[src/rtl/demux_rr.sv]
// demux_rr: 1-to-NUM_CH demultiplexer with a one-entry registered slot per
// channel and valid/ready handshakes on both sides.
//
// MODE=0 distributes beats round-robin in strict order (ptr selects the target
// and only advances when a beat is accepted). MODE=1 takes the target from
// sel_in; a select at or above NUM_CH is accepted and dropped, and err pulses
// for one cycle afterwards.
//
// Ports:
//   clk        rising-edge clock
//   reset      synchronous, active-high reset
//   data_in    upstream data beat
//   valid_in   upstream beat valid
//   sel_in     target channel (MODE=1 only)
//   ready_in   beat can be accepted this cycle (combinational)
//   data_out   channel k at [k*DATA_W +: DATA_W]
//   valid_out  slot k holds a beat
//   ready_out  consumer k takes its beat this cycle
//   ptr        current round-robin target (held at 0 in MODE=1)
//   err        one-cycle pulse after an illegal-select beat was dropped

module demux_rr #(
  parameter int unsigned DATA_W = 8,
  parameter int unsigned NUM_CH = 4,
  parameter int unsigned MODE   = 0,
  parameter int unsigned SEL_W  = $clog2(NUM_CH)
) (
  input  logic                     clk,
  input  logic                     reset,
  input  logic [DATA_W-1:0]        data_in,
  input  logic                     valid_in,
  input  logic [SEL_W-1:0]         sel_in,
  output logic                     ready_in,
  output logic [NUM_CH*DATA_W-1:0] data_out,
  output logic [NUM_CH-1:0]        valid_out,
  input  logic [NUM_CH-1:0]        ready_out,
  output logic [SEL_W-1:0]         ptr,
  output logic                     err
);

  localparam logic [SEL_W-1:0] LAST_CH = SEL_W'(NUM_CH - 1);

  logic [SEL_W-1:0]  target_c;
  logic              illegal_c;
  logic              free_c;
  logic              accept_c;
  logic              load_c;
  logic [NUM_CH-1:0] slot_free_c;
  logic [NUM_CH-1:0] load_sel_c;

  // Target selection, handshake and per-slot load decode.
  always_comb begin
    target_c    = (MODE == 1) ? sel_in : ptr;
    illegal_c   = (MODE == 1) && (32'(sel_in) >= 32'(NUM_CH));
    // A slot can take a new beat if empty or being drained this same cycle.
    slot_free_c = ~valid_out | ready_out;
    free_c      = 1'b0;
    load_sel_c  = '0;
    // Loop decode keeps an out-of-range select from indexing past the slots.
    for (int unsigned k = 0; k < NUM_CH; k++) begin
      if (target_c == SEL_W'(k)) begin
        free_c = slot_free_c[k];
      end
    end
    ready_in = !reset && (illegal_c || free_c);
    accept_c = valid_in && ready_in;
    load_c   = accept_c && !illegal_c;
    for (int unsigned k = 0; k < NUM_CH; k++) begin
      load_sel_c[k] = load_c && (target_c == SEL_W'(k));
    end
  end

  // Slot registers, round-robin pointer and error pulse.
  always_ff @(posedge clk) begin
    if (reset) begin
      data_out  <= '0;
      valid_out <= '0;
      ptr       <= '0;
      err       <= 1'b0;
    end else begin
      err <= accept_c && illegal_c;
      for (int unsigned k = 0; k < NUM_CH; k++) begin
        if (load_sel_c[k]) begin
          // Load wins over a same-cycle drain: no bubble.
          data_out[k*DATA_W +: DATA_W] <= data_in;
          valid_out[k]                 <= 1'b1;
        end else if (ready_out[k]) begin
          // Data is left in place after a drain.
          valid_out[k] <= 1'b0;
        end
      end
      if ((MODE == 0) && load_c) begin
        ptr <= (ptr == LAST_CH) ? '0 : ptr + SEL_W'(1);
      end
    end
  end

endmodule

[config.mk]
export PLATFORM = sky130hd
export DESIGN_NAME = demux_rr
export DESIGN_NICKNAME = d
export VERILOG_FILES = /design/src/rtl/demux_rr.sv
export SDC_FILE = /design/constraint.sdc
export NUM_CORES = 1
export LEC_CHECK = 0
export CAP_MARGIN = 20
export CORE_UTILIZATION = 43
export DETAILED_ROUTE_END_ITERATION = 6
export PLACE_DENSITY = 0.75
export SYNTH_ARGS = -nofsm -noshare
export SYNTH_HDL_FRONTEND = slang
export SYNTH_SLANG_ARGS = --single-unit
[constraint.sdc]
create_clock -name clk -period 2.1 [get_ports clk]
set_input_delay 0.42 -clock clk [delete_from_list [all_inputs] [get_ports clk]]
set_output_delay 0.42 -clock clk [all_outputs]
set_load 0.01 [all_outputs]
=== Yosys cells after proc, flatten, opt, wreduce, memory -nomap -nowiden ===
Index checks and enable logic that the tools add are counted.

* Add/sub/neg operators: 1
* Eq/ne operators: 3
* Muxes and demuxes: 13
* Bitwise operators: 2
* Reduce and logical (&&, ||, !) cells: 12

{| class="wikitable"
|+ Operators with widths
! cell !! number
|-
| 1-bit two-way mux || 12
|-
| 2-bit nonzero test || 4
|-
| 1-bit logical AND || 6
|-
| 2-bit == test (second input constant) || 2
|-
| 4-bit NOT || 1
|-
| 4-bit OR || 1
|-
| 2-bit by 1-bit adder with 2-bit output (second input constant) || 1
|-
| 2-bit by 1-bit == test with 1-bit output (second input constant) || 1
|-
| 2-bit logical NOT || 1
|-
| 2-bit two-way mux || 1
|-
| 1-bit logical NOT || 1
|}

* Bits in registers: 38
* Input port bits: 17
* Output and inout bits: 40
* Logic and storage cells: 40

=== Logic depth before layout (Yosys ltp) ===
Gate-level depths: netlist of the first run.

* Depth in word-level cells: 10
* Mapped depth: 7
* Mapped depth without buffers: 6

=== Worst setup path before layout of the first run ===
OpenSTA, ideal clock, no wires.

* Path kind: register to output
* Start: register ptr[0]
* End: output ready_in
* Arrival time: 1.499 ns
* Data required time: 1.680 ns
* Setup slack: 0.181 ns
* Stages on the path, launching flop included: 6
* Buffers on the path: 0
* Cell sequence: dfxtp_1 > inv_1 > ha_1 > a31oi_1 > a21oi_1 > a211oi_1

* Longest elaborated chain between the ends: 6
* Elaborated cells between the ends (all ways): 9
* Those cells by class: eq/ne (3); mux (4); reduce/logical (2)

{| class="wikitable"
|+ Ends and longest elaborated chain
! element !! line !! RTL
|-
| from (decl) || 37 || <nowiki>output logic [SEL_W-1:0] ptr,</nowiki>
|-
| from (signal assigned) || 93 || <nowiki>ptr <= (ptr == LAST_CH) ? '0 : ptr + SEL_W'(1);</nowiki>
|-
| 2-bit logical NOT || 61 || <nowiki>if (target_c == SEL_W'(k)) begin</nowiki>
|-
| 1-bit two-way mux (3 in series) || 61 ||
|-
| 1-bit two-way mux (*) || 61 ||
|-
| 1-bit logical AND (*) || 65 || <nowiki>ready_in = !reset && (illegal_c || free_c);</nowiki>
|-
| to (decl) || 33 || <nowiki>output logic ready_in,</nowiki>
|}

Every way passes the cells marked *; elsewhere a longest branch is shown, timed or not.

=== Worst setup path after layout of the first run ===
* Start: register ptr[0]
* End: register data_out[18]

* Longest elaborated chain between the ends: 8
* Elaborated cells between the ends (all ways): 11
* Those cells by class: eq/ne (3); mux (4); reduce/logical (4)

{| class="wikitable"
|+ Ends and longest elaborated chain
! element !! line !! RTL
|-
| 2-bit logical NOT || 61 ||
|-
| 1-bit two-way mux (4 in series) || 61 ||
|-
| 1-bit logical AND || 65 ||
|-
| 1-bit logical AND || 66 || <nowiki>accept_c = valid_in && ready_in;</nowiki>
|-
| 1-bit logical AND (*) || 69 || <nowiki>load_sel_c[k] = load_c && (target_c == SEL_W'(k));</nowiki>
|-
| to (signal, indexed assignment) || 85 || <nowiki>data_out[k*DATA_W +: DATA_W] <= data_in;</nowiki>
|-
| to (decl) || 34 || <nowiki>output logic [NUM_CH*DATA_W-1:0] data_out,</nowiki>
|}

Marks and branches as above.
A chain may end at the register's enable or synchronous reset.

==> results of run 1 <==
-- repair_timing --
item / 4_1_cts / 5_1_grt
buffers inserted: 1 / 3
pin swaps: 2 / 5
cloned: 0 / 1
endpoints found under the setup margin: 5 / 17
resized for setup: 14 / 15
-- Yosys cell counts, types with 2 or more instances --
library cell	instances	area, um2
buf_4	2	15.0
nand2b_1	2	12.5
ha_1	4	50.1
a21o_1	3	22.5
nand2_1	14	52.6
nor2_1	16	60.1
a21oi_1	21	105
inv_1	6	22.5
buf_2	3	15.0
o21ai_0	8	40.0
a211o_1	2	17.5
clkbuf_1	5	18.8
dfxtp_1	38	761
nand3_1	17	85.1
mux2i_1	16	160
-- layer usage --
| layer | track usage (%) | routed length (um) | vias to the layer above |
|---|---|---|---|
| li1 | - | - | 711 |
| met1 | 27.9 | 1800 | 677 |
| met2 | 35.2 | 2070 | 67 |
| met3 | 6.72 | 300 | 9 |
| met4 | 11.7 | 64 | 0 |
| met5 | 0 | 0 | - |
-- worst paths after layout --
check	end	depth (start not counted)
max	data_out[18]$_SDFFE_PP0P_	9
min	data_out[30]$_SDFFE_PP0P_	2
max reg2reg	data_out[18]$_SDFFE_PP0P_	9
min reg2reg	data_out[30]$_SDFFE_PP0P_	2
-- registers in the layout (all words and copies together) (netlist names) --
name       cells
ptr            2
valid_out      4
data_out      32
-- final cells by class --
| class | count | area, um2 |
|---|---|---|
| clock buffers | 6 | 51.3 |
| clock inverters | 2 | 60.1 |
| fillers | 264 | 918 |
| inverters | 6 | 22.5 |
| multi-input cells | 112 | 756 |
| flip-flops and latches | 38 | 766 |
| well taps | 46 | 57.6 |
| repair buffers | 76 | 732 |
-- critical path: cells and delay by family, from the launching register on --
kind,cells,cell delay [ns]
buf+inv,4,0.57
compound gates,1,0.30
mux,1,0.18
fa+ha+maj,1,0.18
flops,1,0.39
simple gates,2,0.33
-- stage by stage --
stage / TNS (ns) / hold WS [ns]
after floorplan: 0 / 0.481
after global placement: -1.86 / 0.442
after detailed placement: -2.80 / 0.449
after CTS: 0 / 0.465
after global routing: -0.0937 / 0.478
final: 0 / 0.464
-- logic make-up (layout without fill, tap and decap cells) --
group	Yosys count	count (layout)	share of synthesized area, %
muxes	16	16	10.5
adders and majority gates	4	4	3.29
buffers and inverters	17	90	4.94
and+or+nand+nor	52	52	15.6
DFF	38	38	50.0
other	1	1	0.247
AOI/OAI and AO/OA	39	39	15.4
-- power breakdown --
group | leakage (nW) | switching [mW] | internal, mW | total [mW]
registers | 0.308 | 0.0519 | 0.792 | 0.844
clock network | 0.0585 | 0.246 | 0.403 | 0.649
logic | 0.588 | 0.465 | 0.467 | 0.932
total | 0.954 | 0.763 | 1.66 | 2.43
==> results by group, run 1 <==
Die
  • IO Pins: 57
  • Initial core utilization: 45.2%
  • Die Wd: 61.5 um
  • Die ar.: 3780 um2
  • Chip height: 61.5 um
  • FP Rows: 21
  • Total core area: 3360 um2

Timing
  • Clk_skew: 0.00848 ns
  • # setup viols final: 0
  • Final Cycle Share: 98.4%
  • Final Max Tran Viols: 0
  • Tmin final: 2.07 ns
  • Max Clk Rate: 484 MHz
  • Final hold vios: 0
  • RSZ-0062 raised after global routing: true
  • Setup WS post-layout: 0.0338 ns

Placed design
  • Placed Cells: 273
  • # port buffers: 53
  • DP Area: 2200 um2
  • GPL Wtd Cong: 0.844
  • Post-DP HPWL: 2750 um
  • Pre-CTS setup slack: -0.437 ns

Setup path
  • Worst setup path start: ptr[0]$_SDFFE_PP0P_
  • Crit-path cells: buf_4 > ha_2 > buf_4 > buf_6 > a211oi_4 > and3_4 > clkbuf_16 > mux2i_1 > nor2_1
  • Crit-path slowest cell: dfxtp_4
  • Crit end category: register
  • CP max FO: 11
  • Reg2reg start: ptr[0]$_SDFFE_PP0P_
  • Most used cell, CP: buf_4
  • Critical Path AT: 2.30 ns
  • Critical path class: register to register
  • Startpoint type of the worst setup path: register
  • Data required time of the worst path: 2.34 ns
  • Register-to-Register Setup Slack: 0.03 ns
  • Max incr delay on CP: 0.39 ns

Power
  • Pwr Total: 2.43 mW
  • Static Leakage: 0.954 nW
  • Power Density: 992 nW/um2
  • Worst vdd ir: 0.622 mV

Layout
  • Most frequent cells in the layout: 52 x clkdlybuf4s50_1, 36 x dfxtp_1, 20 x a21oi_1, 20 x buf_4, 17 x nand3_1
  • Fin cells: 286
  • P&R area growth vs syn: 60.8%
  • Layout cells sized above 1: 20.4%
  • Commonest non-fill, non-tap cell in the layout: clkdlybuf4s50_1
  • Post-layout util: 72.7%
  • Post-route cell area: 2440 um2
  • Final nets: 260
  • N_diodes: 0

Synth
  • YS warnings: 0
  • Seq/Total Area, Yosys: 50.0%
  • Post-synth ARST share: 0%
  • Synthesized area per cell: 9.10 um2
  • Cells after Synth: 167
  • Synth cell types: 25
  • Ys flop type: dfxtp_1
  • EDFF count, synth: 0
  • Syn Nets: 188
  • #FFs+latches synth: 38
  • Post-Syn Area: 1520 um2

Detailed routing
  • Initial DRC count: 71
  • Drt pass-1 iters: 4
  • Detail Route Antenna Nets: 0
  • Routed wire length: 4240 um
  • Vias/cell: 5.12
  • DR WL/cell: 14.8 um
  • Vias after detailed routing: 1,464
  • DRC: 0

Hold path
  • Worst hold path type: register to register
  • Min-delay src: data_out[30]$_SDFFE_PP0P_

Global route
  • Vias in the first global route: 1,342
  • GRT Total Usage: 22.5%
  • GRT overflow: 0
  • Initial antenna violation count: 0
  • Global-route wire length before repair: 6070 um
  • Largest net degree at the start of global routing: 39

Clock network
  • CTS Root Cell: clkbuf_4
  • Worst-skew pair later-pin latency: 0.35 ns
  • Max clock buf depth: 2
  • Post-CTS Hold Fix Bufs: 0
  • TritonCTS clock tree: built
  • H-tree levels: 2
  • Clk sinks: 38
  • Clock slew at reported path FFs: 0.11 ns
  • Clock buffer count from CTS: 5

Status
  • Status: finished clean

Flow run
  • Max Cap Viol: 0
(Power assumes the default switching activity.)
==> run 2, diff against run 1 <==
--- a/config.mk
+++ b/config.mk
@@ -6,9 +6,11 @@
 export NUM_CORES = 1
 export LEC_CHECK = 0
 export CAP_MARGIN = 20
-export CORE_UTILIZATION = 43
+export CORE_MARGIN = 2
+export CORE_UTILIZATION = 45
+export CTS_BUF_LIST = sky130_fd_sc_hd__clkbuf_8 sky130_fd_sc_hd__clkbuf_16
 export DETAILED_ROUTE_END_ITERATION = 6
-export PLACE_DENSITY = 0.75
+export PLACE_DENSITY = 0.78
 export SYNTH_ARGS = -nofsm -noshare
 export SYNTH_HDL_FRONTEND = slang
 export SYNTH_SLANG_ARGS = --single-unit
==> constraint.sdc (replaced) <==
create_clock -name clk -period 2.4 [get_ports clk]
set_input_delay 0.48 -clock clk [delete_from_list [all_inputs] [get_ports clk]]
set_output_delay 0.48 -clock clk [all_outputs]
set_load 0.01 [all_outputs]
==> run 2 against run 1 <==
- cell count decreased by 4.9%
- sequential share of layout area increased by 3.1 points
- worst setup slack improved by 0.061 ns
- sequential cell count unchanged
- clock skew decreased by 0.0032 ns
- clock power decreased by 33%
- sequential power decreased by 14%
- non-clock buffer count decreased by 14
- register-to-register slack improved by 0.47 ns
- die area increased by 2.2%
- largest cell class unchanged
- via count decreased by 7.0%
==> results by group, run 2 (synthesized netlist as in run 1, its figures left out) <==
Status
  • Status: finished clean

Detailed routing
  • Routed wire length: 3600 um
  • Vias after detailed routing: 1,362
  • Drt pass-1 iters: 4
  • DRC: 0
  • DR WL/cell: 13.2 um
  • Initial DRC count: 48
  • Detail Route Antenna Nets: 0
  • Vias/cell: 5.01

Timing
  • Max Clk Rate: 434 MHz
  • # setup viols final: 0
  • Final Cycle Share: 96.0%
  • Final Max Tran Viols: 0
  • RSZ-0062 raised after global routing: false
  • Clk_skew: 0.00530 ns
  • Final hold vios: 0
  • Tmin final: 2.31 ns

Layout
  • Largest registers: data_out (32), valid_out (4), ptr (2)
  • Most frequent cells in the layout: 52 x clkdlybuf4s50_1, 37 x dfxtp_1, 21 x a21oi_1
  • N_diodes: 0
  • Max reg flops: 32
  • Filler Cell Count: 292
  • Final nets: 246
  • Fin cells: 272
  • Commonest non-fill, non-tap cell in the layout: clkdlybuf4s50_1
  • P&R area growth vs syn: 45.7%
  • Top reg by flops: data_out
  • Layout cells sized above 1: 8.41%

Hold path
  • Worst hold path type: register to register
  • Worst Hold End: data_out[29]$_SDFFE_PP0P_
  • Worst hold stages: 2
  • Min-delay src: data_out[29]$_SDFFE_PP0P_

Power
  • Pwr Total: 1.74 mW
  • Worst vdd ir: 0.379 mV
  • Power Density: 784 nW/um2
  • Static Leakage: 0.858 nW

Global route
  • Initial antenna violation count: 0
  • Global-route wire length before repair: 6190 um
  • GRT Total Usage: 20.1%
  • GRT overflow: 0
  • Largest net degree at the start of global routing: 39
  • Vias in the first global route: 1,345

Clock network
  • CTS Root Cell: clkbuf_8
  • Max clock buf depth: 2
  • Clock slew at reported path FFs: 0.07 ns
  • Clk sinks: 38
  • Clock buffer count from CTS: 5
  • H-tree levels: 2
  • TritonCTS clock tree: built
  • Worst-skew pair later-pin latency: 0.29 ns

Setup path
  • Cell depth of the worst flop-to-flop path: 7
  • Critical Path AT: 1.83 ns
  • CP max FO: 2
  • Data required time of the worst path: 1.92 ns
  • Max incr delay on CP: 0.46 ns
  • Reg-to-reg endpoint: valid_out[0]$_SDFFE_PP0P_
  • Register-to-Register Setup Slack: 0.50 ns
  • Crit-path cells: clkdlybuf4s50_1 > inv_1 > a31oi_1 > a21oi_1 > a211oi_1 > dlygate4sd2_1
  • Crit end category: output port
  • Reg2reg start: ptr[0]$_SDFFE_PP0P_
  • Startpoint type of the worst setup path: primary input
  • Critical path class: primary input to output port
  • Crit-path slowest cell: clkdlybuf4s50_1

Placed design
  • GPL Wtd Cong: 0.829
  • Post-DP HPWL: 2660 um
  • # port buffers: 53
  • Placed Cells: 264

Die
  • Chip height: 62.1 um
  • Die Wd: 62.1 um
  • IO Pins: 57
  • Initial core utilization: 46.3%
  • FP Rows: 21
  • Total core area: 3280 um2
  • Die ar.: 3860 um2

Flow run
  • Max Cap Viol: 0
[run 2: changes by cell type in the layout (fill, tap and decap cells not counted), sizes merged]
cell,delta
buf,-14
bufinv,-2
clkbuf,-1
clkinv,+1
dlygate4sd2,+1
inv,+1
[run 2: what timing repair did]
action,4_1_cts,5_1_grt
endpoints found under the setup margin,1,1
resized for setup,2,0
pin swaps,0,1
hold buffers,0,0
gates cloned,0,0
buffers inserted,0,0
[run 2: area by class of cell]
cell class / count / area (um2) / area share, %
Tap cell: 46 / 57.6 / 2.60
Timing Repair Buffer: 62 / 597 / 26.9
Inverter: 6 / 22.5 / 1.02
Clock inverter: 2 / 8.76 / 0.395
Sequential cell: 38 / 762 / 34.4
Multi-Input combinational cell: 112 / 684 / 30.9
Clock buffer: 6 / 82.6 / 3.73
[run 2: per-layer routing]
metal | GRT usage [%] | routed length, um | vias to the layer above | share of wire, %
met3 | 3.99 | 150 | 8 | 4.2
met1 | 24.9 | 1640 | 632 | 45
met2 | 34.0 | 1740 | 39 | 48
met5 | 0 | 0 | - | 0
met4 | 9.17 | 74 | 0 | 2.1
li1 | - | - | 683 | -
[run 2: worst max path at each step]
stage	from	endpoint	slack, ns	cells past startpoint
5_1_grt	ready_out[1]	ready_in	0.002	6
6_report	ready_out[1]	ready_in	0.09	6
3_3_place_gp	ready_out[1]	ready_in	-0.17	6
3_5_place_dp	ready_out[1]	ready_in	-0.19	6
4_1_cts	ready_out[1]	ready_in	0.09	6
2_1_floorplan	ptr[0]$_SDFFE_PP0P_	ready_in	0.42	5
[run 2: power by group]
part,internal (mW),switching [mW]
sequential,0.690,0.0376
clock,0.227,0.208
combinational,0.270,0.304
[run 2: worst max-delay path: cells and delay by family]
| kind | cells | cell delay (ns) |
|---|---|---|
| buf+inv | 3 | 0.81 |
| compound gates | 3 | 0.54 |
[run 2: stage by stage]
stage	hold WS [ns]	TNS, ns	instance area (um2)	worst slack (ns)	util (%)
final	0.453	0	2210	0.0949	67.4
after global routing	0.484	0	2210	0.00154	67.4
after CTS	0.456	0	2210	0.0915	67.4
after detailed placement	0.446	-0.193	2120	-0.193	64.6
after global placement	0.441	-0.171	2120	-0.171	64.6
after floorplan	0.481	0	1520	0.421	-
==> run 3, diff against run 2 <==
--- a/config.mk
+++ b/config.mk
@@ -6,7 +6,6 @@
 export NUM_CORES = 1
 export LEC_CHECK = 0
 export CAP_MARGIN = 20
-export CORE_MARGIN = 2
 export CORE_UTILIZATION = 45
 export CTS_BUF_LIST = sky130_fd_sc_hd__clkbuf_8 sky130_fd_sc_hd__clkbuf_16
 export DETAILED_ROUTE_END_ITERATION = 6
==> run 3 against run 2 <==
- sequential power increased by 0.6%
- maximum frequency increased by 0.29%
- sequential share of layout area decreased by 0.69 points
- critical path depth unchanged
- non-clock buffer count decreased by 1
==> results by group, run 3 (synthesized netlist as in run 1, its figures left out) <==
Layout
  • Largest registers: data_out (32), valid_out (4), ptr (2)
  • Filler Cell Count: 262
  • Post-layout util: 72.4%
  • Top reg by flops: data_out
  • Commonest non-fill, non-tap cell in the layout: clkdlybuf4s50_1
  • Max reg flops: 32
  • Most frequent cells in the layout: 52 x clkdlybuf4s50_1, 36 x dfxtp_1, 21 x a21oi_1
  • P&R area growth vs syn: 48.9%
  • Final nets: 245
  • Layout cells sized above 1: 9.33%
  • N_diodes: 0

Global route
  • Initial antenna violation count: 0
  • Global-route wire length before repair: 6300 um
  • Vias in the first global route: 1,355
  • Largest net degree at the start of global routing: 39
  • GRT overflow: 0
  • GRT Total Usage: 23.9%

Power
  • Power Density: 878 nW/um2
  • Worst vdd ir: 0.470 mV
  • Static Leakage: 0.873 nW

Placed design
  • Pre-CTS setup slack: -0.184 ns
  • Post-DP HPWL: 2840 um
  • # port buffers: 53
  • GPL Wtd Cong: 0.796

Timing
  • Max Clk Rate: 435 MHz
  • Clk_skew: 0.00688 ns
  • RSZ-0062 raised after global routing: false
  • Hold Slack: 0.464 ns
  • Final Max Tran Viols: 0
  • Setup tns final: 0 ns
  • Setup WS post-layout: 0.102 ns
  • Tmin final: 2.30 ns
  • Final Cycle Share: 95.8%
  • # setup viols final: 0
  • Final hold vios: 0

Setup path
  • Max incr delay on CP: 0.38 ns
  • Critical path class: primary input to output port
  • Reg-to-reg endpoint: data_out[24]$_SDFFE_PP0P_
  • Critical Path AT: 1.82 ns
  • CP max FO: 2
  • Register-to-Register Setup Slack: 0.54 ns
  • Cell depth of the worst flop-to-flop path: 7
  • Crit end category: output port
  • Crit-path slowest cell: clkdlybuf4s50_1
  • Crit-path cells: clkdlybuf4s50_1 > nand2b_1 > a21o_1 > a21oi_1 > a211oi_1 > dlygate4sd2_1
  • Data required time of the worst path: 1.92 ns
  • Startpoint type of the worst setup path: primary input
  • Reg2reg start: ptr[0]$_SDFFE_PP0P_

Clock network
  • Clock slew at reported path FFs: 0.07 ns
  • Setup bufs post-CTS: 0
  • H-tree levels: 2
  • Max clock buf depth: 2
  • CTS Root Cell: clkbuf_8
  • Clk sinks: 38
  • Worst-skew pair later-pin latency: 0.29 ns
  • TritonCTS clock tree: built
  • Clock buffer count from CTS: 5
  • Post-CTS Hold Fix Bufs: 0

Detailed routing
  • Drt pass-1 iters: 4
  • Vias/cell: 5.16
  • DR WL/cell: 14.6 um
  • Detail Route Antenna Nets: 0
  • Initial DRC count: 57
  • Routed wire length: 3930 um
  • Vias after detailed routing: 1,389
  • DRC: 0

Flow run
  • Max Cap Viol: 0

Die
  • Chip height: 60.1 um
  • Die ar.: 3610 um2
  • Total core area: 3130 um2
  • Initial core utilization: 48.6%
  • FP Rows: 20
  • IO Pins: 57
  • Die Wd: 60.1 um

Hold path
  • Worst Hold End: data_out[29]$_SDFFE_PP0P_
  • Worst hold stages: 2
  • Min-delay src: data_out[29]$_SDFFE_PP0P_
  • Worst hold path type: register to register

Status
  • Status: finished clean
-- run 3: worst max-delay path by stage --
stage          cells past startpoint                start  slack, ns  endpoint
6_report                           6         ready_out[0]       0.10  ready_in
5_1_grt                            6         ready_out[0]       0.03  ready_in
4_1_cts                            6  ptr[1]$_SDFFE_PP0P_       0.07  ready_in
3_5_place_dp                       6         ready_out[1]      -0.18  ready_in
3_3_place_gp                       6         ready_out[1]      -0.15  ready_in
2_1_floorplan                      5  ptr[0]$_SDFFE_PP0P_       0.42  ready_in
-- run 3: layout make-up --
class,count,area (um2),area share (%)
Sequential cell,38,763,33.7
Multi-Input combinational cell,112,691,30.5
Timing Repair Buffer,61,589,26.0
Clock buffer,6,82.6,3.65
Clock inverter,2,60.1,2.65
Tap cell,44,55.1,2.43
Inverter,6,22.5,0.995
-- run 3: metal layers --
metal / up-vias / share of wire [%] / GRT usage, %
met3: 4 / 6.2 / 7.14
li1: 678 / - / -
met5: - / 0 / 0
met2: 57 / 49 / 39.2
met1: 650 / 44 / 29.5
met4: 0 / 1.0 / 8.31
-- run 3: worst max-delay path, delay by kind of cell --
| family | cells | cell delay [ns] |
|---|---|---|
| buf+inv | 2 | 0.67 |
| simple gates | 1 | 0.16 |
| compound gates | 3 | 0.50 |
-- run 3: metrics by stage --
stage          cells  power (mW)  cell area, um2
2_1_floorplan    167        1.05            1520
3_3_place_gp     261        1.30            2110
3_5_place_dp     261        1.32            2110
4_1_cts          269        1.99            2260
5_1_grt          269        2.08            2260
6_report         269        1.99            2260
-- run 3: what timing repair did --
item	4_1_cts	5_1_grt
gates resized for setup	2	2
setup endpoints to repair	1	1
endpoints found under the hold margin	0	0
-- run 3: report_power, final --
part	switching, mW	internal (mW)	total [mW]
Sequential	0.0402	0.691	0.731
Combinational	0.315	0.273	0.588
Clock	0.226	0.443	0.669
